[config.mk]
export PLATFORM = sky130hd
export DESIGN_NAME = rpn_exec
export DESIGN_NICKNAME = d
export VERILOG_FILES = /design/src/rtl/rpn_exec.sv
export SDC_FILE = /design/constraint.sdc
export NUM_CORES = 1
export LEC_CHECK = 0
export CAP_MARGIN = 20
export CORE_MARGIN = 1
export CORE_UTILIZATION = 57
export DETAILED_ROUTE_END_ITERATION = 12
export GPL_ROUTABILITY_DRIVEN = 0
export PLACE_DENSITY = 0.9
export SYNTH_ARGS = -nofsm -noshare
export SYNTH_HDL_FRONTEND = slang
export SYNTH_SLANG_ARGS = --single-unit
[constraint.sdc]
create_clock -name clk -period 6 [get_ports clk]
set_input_delay 0.9 -clock clk [delete_from_list [all_inputs] [get_ports clk]]
set_output_delay 0.9 -clock clk [all_outputs]
set_load 0.005 [all_outputs]
[src/rtl/rpn_exec.sv]
//------------------------------------------------------------------------------
// rpn_exec: RPN operand-stack sequencer driving the calculator ALU.
// Rev 1.0 - initial release
//------------------------------------------------------------------------------
`default_nettype none

`ifndef AC_N
`define AC_N  3
`define AC_AD 3'd0
`define AC_SB 3'd1
`define AC_MU 3'd2
`define AC_DI 3'd3
`endif

module rpn_exec #(
    parameter int N     = 16,
    parameter int DEPTH = 8,
    parameter int AW    = 3
) (
    input  logic              clk,
    input  logic              rst_n,
    input  logic              in_valid,
    output logic              in_ready,
    input  logic              in_is_op,
    input  logic [N-1:0]      in_data,
    input  logic [`AC_N-1:0]  in_op,
    input  logic              clear,
    output logic [N-1:0]      alu_a,
    output logic [N-1:0]      alu_b,
    output logic [`AC_N-1:0]  alu_cmd,
    input  logic [N-1:0]      alu_c,
    output logic [N-1:0]      top,
    output logic              top_valid,
    output logic [AW:0]       depth,
    output logic              done,
    output logic              err,
    output logic [1:0]        err_code
);

    typedef enum logic [1:0] {
        S_IDLE = 2'd0,
        S_EXEC = 2'd1,
        S_WB   = 2'd2,
        S_ERR  = 2'd3
    } state_t;

    localparam logic [1:0]  c_err_under = 2'd1;
    localparam logic [1:0]  c_err_over  = 2'd2;
    localparam logic [1:0]  c_err_arith = 2'd3;
    localparam logic [AW:0] c_full      = (AW+1)'(DEPTH);
    localparam logic [AW:0] c_two       = (AW+1)'(2);

    state_t            r_state;
    state_t            w_state_nxt;
    logic [AW:0]       r_sp;
    logic [N-1:0]      r_stack [DEPTH];
    logic [N-1:0]      r_alu_a;
    logic [N-1:0]      r_alu_b;
    logic [`AC_N-1:0]  r_alu_cmd;
    logic [N-1:0]      r_result;
    logic              r_done;
    logic              r_err;
    logic [1:0]        r_err_code;

    logic              w_push;
    logic              w_wb;
    logic              w_load;
    logic              w_err_set;
    logic [1:0]        w_err_code;
    logic              w_op_legal;
    logic [AW-1:0]     w_top_idx;
    logic [AW-1:0]     w_sec_idx;

    // Indices wrap naturally: sp==DEPTH has zero low bits, so sp-1 lands on DEPTH-1.
    assign w_top_idx  = r_sp[AW-1:0] - 1'b1;
    assign w_sec_idx  = r_sp[AW-1:0] - 2'd2;
    assign w_op_legal = (in_op == `AC_AD) || (in_op == `AC_SB) ||
                        (in_op == `AC_MU) || (in_op == `AC_DI);

    always_ff @(posedge clk or negedge rst_n) begin
        if (!rst_n) r_state <= S_IDLE;
        else        r_state <= w_state_nxt;
    end

    always_comb begin
        w_state_nxt = r_state;
        w_push      = 1'b0;
        w_wb        = 1'b0;
        w_load      = 1'b0;
        w_err_set   = 1'b0;
        w_err_code  = r_err_code;
        if (clear) begin
            w_state_nxt = S_IDLE;
        end else begin
            case (r_state)
                S_IDLE: begin
                    if (in_valid) begin
                        if (!in_is_op) begin
                            if (r_sp == c_full) begin
                                w_err_set  = 1'b1;
                                w_err_code = c_err_over;
                            end else begin
                                w_push = 1'b1;
                            end
                        end else if (r_sp < c_two) begin
                            w_err_set  = 1'b1;
                            w_err_code = c_err_under;
                        end else if (!w_op_legal) begin
                            w_err_set  = 1'b1;
                            w_err_code = c_err_arith;
                        end else if ((in_op == `AC_DI) && (r_stack[w_top_idx] == '0)) begin
                            w_err_set  = 1'b1;
                            w_err_code = c_err_arith;
                        end else begin
                            w_load = 1'b1;
                        end
                        if (w_err_set)   w_state_nxt = S_ERR;
                        else if (w_load) w_state_nxt = S_EXEC;
                    end
                end
                S_EXEC:  w_state_nxt = S_WB;
                S_WB: begin
                    w_wb        = 1'b1;
                    w_state_nxt = S_IDLE;
                end
                default: w_state_nxt = S_ERR;
            endcase
        end
    end

    always_ff @(posedge clk or negedge rst_n) begin
        if (!rst_n) begin
            r_sp       <= '0;
            r_alu_a    <= '0;
            r_alu_b    <= '0;
            r_alu_cmd  <= '0;
            r_result   <= '0;
            r_done     <= 1'b0;
            r_err      <= 1'b0;
            r_err_code <= 2'd0;
        end else begin
            r_done <= (w_state_nxt == S_WB);
            if (clear) begin
                r_sp       <= '0;
                r_err      <= 1'b0;
                r_err_code <= 2'd0;
            end else begin
                if (w_push) r_sp <= r_sp + 1'b1;
                if (w_wb)   r_sp <= r_sp - 1'b1;
                if (w_err_set) begin
                    r_err      <= 1'b1;
                    r_err_code <= w_err_code;
                end
            end
            if (w_load) begin
                r_alu_a   <= r_stack[w_sec_idx];
                r_alu_b   <= r_stack[w_top_idx];
                r_alu_cmd <= in_op;
            end
            if (!clear && (r_state == S_EXEC)) r_result <= alu_c;
        end
    end

    // Stack storage carries no reset; its contents are meaningless while sp is 0.
    always_ff @(posedge clk) begin
        if (w_push)    r_stack[r_sp[AW-1:0]] <= in_data;
        else if (w_wb) r_stack[w_sec_idx]    <= r_result;
    end

    assign in_ready  = (r_state == S_IDLE);
    assign alu_a     = r_alu_a;
    assign alu_b     = r_alu_b;
    assign alu_cmd   = r_alu_cmd;
    assign top_valid = (r_sp != '0);
    assign top       = top_valid ? r_stack[w_top_idx] : '0;
    assign depth     = r_sp;
    assign done      = r_done;
    assign err       = r_err;
    assign err_code  = r_err_code;

endmodule

`default_nettype wire

==> results of run 1 <==
worst max-delay path by stage:
stage	startpoint	endpoint	slack, ns	cells past startpoint
after global placement	depth[0]$_DFFE_PN0P_	alu_a[15]$_DFFE_PN0P_	1.71	10
after floorplan	depth[1]$_DFFE_PN0P_	top[4]	1.53	12
after detailed placement	depth[0]$_DFFE_PN0P_	alu_a[15]$_DFFE_PN0P_	1.57	10
final	depth[0]$_DFFE_PN0P_	top[9]	1.25	9
after global routing	depth[0]$_DFFE_PN0P_	top[9]	1.08	9
after CTS	depth[0]$_DFFE_PN0P_	top[9]	1.18	9
through the flow:
step           hold slack [ns]  instance area, um2
2_1_floorplan            0.473                9120
3_3_place_gp             0.473               10300
3_5_place_dp             0.474               10300
4_1_cts                  0.494               10900
5_1_grt                  0.505               10900
6_report                 0.488               10900
power by group through the flow:
stage                     clock network, mW  logic, mW  registers [mW]
final                                  1.12       2.48            1.81
after global placement                    0       2.31            1.82
after global routing                   1.18       2.63            1.84
after CTS                              1.13       2.45            1.81
after floorplan                           0       1.53            1.81
after detailed placement                  0       2.41            1.83
cells in the final DEF, fill, tap and decap left out, types with 4 or more instances in the layout:
master / instances
mux2_1: 8
clkinvlp_4: 4
mux4_2: 62
a31oi_1: 14
nor2_1: 46
clkbuf_16: 17
ha_1: 6
a21oi_1: 26
inv_1: 9
mux2i_1: 30
nor2_2: 4
mux2_4: 7
clkdlybuf4s50_1: 99
edfxtp_1: 128
a211o_1: 4
mux2_2: 51
buf_4: 12
dfrtp_1: 59
nand2_1: 8
nor3_1: 16
layer usage:
layer | wire length, um | part of all wire | vias to the layer above | track usage
met5 | 0 | 0 | - | 0
met4 | 1070 | 0.048 | 0 | 0.139
met3 | 1900 | 0.085 | 90 | 0.0599
li1 | - | - | 2405 | -
met1 | 8430 | 0.38 | 2909 | 0.370
met2 | 10900 | 0.49 | 403 | 0.465
final cells by class:
| cell class | count | area [um2] |
|---|---|---|
| Clock buffer | 20 | 437 |
| Inverter | 10 | 37.5 |
| Tap cell | 211 | 264 |
| Fill cell | 952 | 4520 |
| Clock inverter | 12 | 148 |
| Multi-Input combinational cell | 327 | 3530 |
| Timing Repair Buffer | 114 | 1110 |
| Sequential cell | 189 | 5370 |
flip-flops by register name (all words and copies together), names as in the netlist:
register	count
alu_b	16
err_code	2
depth	4
r_state	2
done	1
r_result	16
r_stack	128
alu_cmd	3
err	1
alu_a	16
cells by family after synthesis:
group | Yosys count | share of synthesized area
AO/OA/AOI/OAI | 57 | 0.0409
XOR/XNOR | 6 | 0.00782
adder cells (fa/ha/maj) | 8 | 0.0118
buffers and inverters | 46 | 0.0265
flip-flops | 189 | 0.589
multiplexers | 160 | 0.276
AND/OR/NAND/NOR | 96 | 0.0484
==> summary.md, run 1 <==
• 0.323 — async set or reset register ratio after synthesis
• 0.791 — share of the clock period used by the worst path after layout
• 4 — Buf/Inv on CP
• 0 — final number of setup-violating endpoints
• 4.75 ns — Tmin final
• 0 — total count of max-transition violations in the final report
• 189 — flop and latch count out of synthesis
• 128 um — height of the die
• 128 — number of synthesized flops with an enable pin
• 562 — number of instances in the synthesized netlist
• 45 — # rows
• 0.459 — combinational cell fraction of total power
• 0 — number of gates given a new drive strength after cts
• 189 — Sink Count
• depth[0]$_DFFE_PN0P_ — worst reg2reg path startpoint
• reg2reg — path class of the lowest-slack min-delay path
• buf_4 — dominant cell type by count on the critical path
• 0.591 — initial core utilization
• 0.422 — Yosys top cell area share
• 45 — post-synthesis cell type count
• 0.66 ns — CP peak stage delay
• 0.286 — total routing usage reported by global routing
• 6.58 — average via count per standard cell
• 0 — residual DRC count
• 1.25 ns — worst path setup slack after routing
• 19.6% — growth of design area from synthesis to finish
• 0 — number of endpoints with negative hold slack in the final report
• 1.49 ns — worst reg2reg setup slack
• 17 — total CTS buffers
• 1.15 ns — measured slew at the worst slew-check pin
• 0.391 mV — Max rail drop VDD
• 16,500 um2 — Die Outline Area
• 3.95 nW — static leakage
• 707 — total number of nets in the final design
• 0.207 — clock network fraction of design power
• alu_cmd[2]$_DFFE_PN0P_ — Hold Path Sink
• 690 — DRC violation total after the first TritonRoute iteration
• 211 MHz — f_max
• no — unrepaired setup endpoints after global routing
• 22,300 um — aggregate routed wire length
• 0.06 ns — CTS clock-pin slew for the worst setup and hold paths
• edfxtp_1, mux4_2, dfrtp_1 — Commonest cells post-synth
• 15,400 um2 — CORE AREA
• 0.230 — worst rel slew slack
• 0.00872 ns — worst clock skew on the final layout
• 0 — GR Overflow Total
• 5,807 — total via count after detailed routing
• clkinv_1 -> buf_4 -> ha_2 -> xor2_4 -> buf_4 -> mux4_2 -> mux2i_1 -> nor2_1 -> clkdlybuf4s50_1 — critical-path cell list
• 0.589 — sequential area share after synthesis
• 62 — largest net degree at the start of global routing
• 100 — Port Buffer Count
• 9120 um2 — Post-Syn Area
• 0.332 — net switching fraction of the power
• 3.62 mW — internal power consumption
• 497 nW/um2 — power density relative to cell area
• 883 — final instance count without filler cells
• 0.44 ns — insertion delay of the later-clocked pin in the worst-skew pair
• 1.80 mW — Sw Pwr
• 0 — number of buffers inserted by post-CTS setup repair
• 0 — MaxCap Viol Count
• 128 um — die outline width
• 0.335 — power share of the sequential group
• 5.42 mW — overall power consumption
• 14,200 um — HPWL Detailed
• xor2_4 — critical path's slowest cell
• 25.2 um — average routed wire per standard cell
• 1 — worst hold path cell count
• edfxtp_1 — leading area contributor after synthesis
• completed — status
• 5.10 ns — CP Data Required Time
• reg2out — class of the most critical setup path
• 0 — Ys Warns
• 2 — maximum clock insertion buffer count
• 16.2 um2 — post-synthesis area per instance
• 5,879 — via count of the first global-routing pass
• alu_cmd[2]$_DFFE_PN0P_ — startpoint of the most critical hold path
• output port — Critical Path End Type
• 0.268 — layout cells sized above 1
• 0 — number of antenna violations at the first check in global routing
• 1.57 ns — worst-case setup slack after placement
• 0 ns — Total Neg Setup Slack
• 3.85 ns — endpoint arrival time on the critical path
• clkbuf_16 — root buffer cell
• 0 — n_diodes
• alu_a[15]$_DFFE_PN0P_ — reg-to-reg critical path endpoint
• 0 — hold-fix buffer count after cts
• 0 — Detail Route Antenna Nets
• 0.707 — share of the core filled with cells in the final layout
• flop — startpoint kind of the worst setup timing path
• 101 — number of placed I/O pins
• 5 — router iterations before antenna repair
• buffers and inverters — Largest delay share family, worst path
• 4 — htree depth
• 17 — largest driver fanout on the critical path
• built — clock tree from TritonCTS
• 34,000 um — global-route wire length before repair
• edfxtp_1 — most frequent cell after synthesis
• edfxtp_1, dfrtp_1, mux4_2, mux2_2, mux2i_1 — Area contributors post-synth
• 849 — Cell Count Post-Placement
• 610 — post-synth net total
• 10 — FF-to-FF path depth
• edfxtp_1 — most frequently used flop master after synthesis
Note: power is estimated with default switching activity, not from simulation.
==> inputs of run 2 (changes only) <==
- clock period: 6 -> 5 ns (I/O delays scaled with it)
==> run 2 against run 1 <==
Net effect: clock power increased by 15%; non-clock buffer count up 8; wire length is 2.2% higher; sequential cell count unchanged; critical path type is now reg2reg; critical endpoint is now alu_cmd[1]$_DFFE_PN0P_; largest cell class unchanged.
==> summary.md, run 2 (synthesis gave the netlist of run 1 again) <==
• flop — Critical Path End Type
• 0.271 — layout cells sized above 1, +0.00273
• 0 — number of endpoints with negative hold slack in the final report, unchanged
• in2async — path class of the lowest-slack min-delay path
• 0.306 — worst rel slew slack, +0.0755
• 0.0166 ns — worst clock skew on the final layout, +0.00793 ns
• 715 — total number of nets in the final design, +1.1%
• 0.07 ns — CTS clock-pin slew for the worst setup and hold paths, about the same
• 4.64 ns — endpoint arrival time on the critical path, +0.79 ns
• 760 — DRC violation total after the first TritonRoute iteration, +10%
• 189 — Sink Count, unchanged
• 0.812 ns — worst-case setup slack after placement, -0.754 ns
• 47 — largest net degree at the start of global routing, -24%
• 6,070 — via count of the first global-routing pass, +3.2%
• 0.681 ns — worst path setup slack after routing, -0.573 ns
• 0 — GR Overflow Total, unchanged
• 0 — hold-fix buffer count after cts, unchanged
• 6.80 — average via count per standard cell, +3.4%
• 2 — maximum clock insertion buffer count, unchanged
• 0 — MaxCap Viol Count, unchanged
• 128 um — height of the die, unchanged
• 232 MHz — f_max
• 34,700 um — global-route wire length before repair, +1.9%
• 0 — number of gates given a new drive strength after cts, unchanged
• 940 — number of fillers in the final layout, -1.3%
• 0.864 — share of the clock period used by the worst path after layout
• r_stack — register bank with the most flops
• 0.293 — total routing usage reported by global routing, +0.00706
• edfxtp_1, clkdlybuf4s50_1, mux4_2 — most frequent cells in the layout
• 0 — final number of setup-violating endpoints, unchanged
• 25.6 um — average routed wire per standard cell, +1.3%
• 6,058 — total via count after detailed routing, +4.3%
• 1.04 ns — measured slew at the worst slew-check pin, -0.117 ns
• 22,800 um — aggregate routed wire length, +2.2%
• clkbuf_16 — root buffer cell
• no — unrepaired setup endpoints after global routing
• flop — startpoint kind of the worst setup timing path
• 857 — Cell Count Post-Placement, +0.94%
• 0.591 — initial core utilization, unchanged
• built — clock tree from TritonCTS
• edfxtp_1 — most frequent standard cell in the layout excluding fill and tap cells
• 0.44 ns — insertion delay of the later-clocked pin in the worst-skew pair, about the same
• 0 — number of buffers inserted by post-CTS setup repair, unchanged
• 20.0% — growth of design area from synthesis to finish
• reg2reg — class of the most critical setup path
• 45 — # rows, unchanged
• 14,700 um — HPWL Detailed, +3.6%
• 128 um — die outline width, unchanged
• 4.32 ns — Tmin final
• 4 — htree depth, unchanged
• 101 — number of placed I/O pins, unchanged
• 7 — router iterations before antenna repair, +2
• 0 — n_diodes, unchanged
• 5.32 ns — CP Data Required Time, +0.22 ns
• 128 — flip-flop count of the largest register, all copies and words added, unchanged
• 17 — total CTS buffers, unchanged
• 27 — largest driver fanout on the critical path, +10
• 16,500 um2 — Die Outline Area, unchanged
• 100 — Port Buffer Count, unchanged
• 0 — total count of max-transition violations in the final report, unchanged
• 0 — residual DRC count, unchanged
• 0 — number of antenna violations at the first check in global routing, unchanged
• 597 nW/um2 — power density relative to cell area, +20%
• completed — status
• 15,400 um2 — CORE AREA, unchanged
• 4.00 nW — static leakage, +1.3%
• 891 — final instance count without filler cells, +0.91%
• 0 — Detail Route Antenna Nets, unchanged
• 0.391 mV — Max rail drop VDD, about the same
• 0 ns — Total Neg Setup Slack, unchanged
## run 2: changes by cell type in the layout (fill, tap and decap cells not counted), sizes merged
cell,previous run,this run
buf,15,23
bufinv,3,0
clkbuf,20,24
clkinv,6,5
clkinvlp,4,1
inv,9,12
## run 2: path summary, 6_finish.rpt
path,endpoint,cells after the start,from,slack (ns)
setup / recovery,alu_cmd[1]$_DFFE_PN0P_,11,depth[0]$_DFFE_PN0P_,0.68
hold / removal,r_result[2]$_DFFE_PN0P_,1,rst_n,0.34
setup reg to reg,alu_cmd[1]$_DFFE_PN0P_,11,depth[0]$_DFFE_PN0P_,0.68
hold reg to reg,alu_a[14]$_DFFE_PN0P_,1,alu_a[14]$_DFFE_PN0P_,0.50
max in group asynchronous,depth[0]$_DFFE_PN0P_,2,rst_n,3.67
min in group clk,alu_a[14]$_DFFE_PN0P_,1,alu_a[14]$_DFFE_PN0P_,0.50
## run 2: routing by layer
metal  wire length (um)  vias to the layer above  share of wire  global-route usage
met2              11100                      544           0.49               0.476
li1                   -                     2422              -                   -
met5                  0                        -              0                   0
met1               8370                     3006           0.37               0.372
met4                996                        0          0.044               0.146
met3               2290                       86           0.10              0.0707
## run 2: power breakdown
| group | switching [mW] | internal, mW | total [mW] |
|---|---|---|---|
| Combinational | 1.47 | 1.58 | 3.05 |
| Clock | 0.567 | 0.726 | 1.29 |
| Sequential | 0.178 | 2.01 | 2.19 |
| Total | 2.21 | 4.32 | 6.53 |
## run 2: per-stage QoR
stage	power, mW	cell area [um2]	hold slack [ns]	utilization
2_1_floorplan	4.00	9120	0.454	-
3_3_place_gp	5.00	10300	0.466	0.670
3_5_place_dp	5.13	10300	0.480	0.670
4_1_cts	6.46	10900	0.357	0.707
5_1_grt	6.80	10900	0.379	0.709
6_report	6.53	10900	0.344	0.709
## run 2: final cells by class
| class | count | area, um2 | share of cell area |
|---|---|---|---|
| Clock inverter | 8 | 52.6 | 0.00480 |
| Sequential cell | 189 | 5370 | 0.491 |
| Multi-Input combinational cell | 327 | 3520 | 0.322 |
| Inverter | 10 | 37.5 | 0.00343 |
| Timing Repair Buffer | 122 | 1180 | 0.108 |
| Clock buffer | 24 | 515 | 0.0471 |
| Tap cell | 211 | 264 | 0.0241 |
## run 2: worst max-delay path, cell delays in order (launching register included)
cell       delay, ns
dfrtp_2         0.41
clkinv_1        0.05
buf_4           0.29
ha_2            0.35
xor2_4          0.29
buf_4           0.32
mux4_2          0.57
mux2i_1         0.30
and2_1          0.25
o2111ai_4       0.41
nand2_4         0.55
mux2_2          0.42
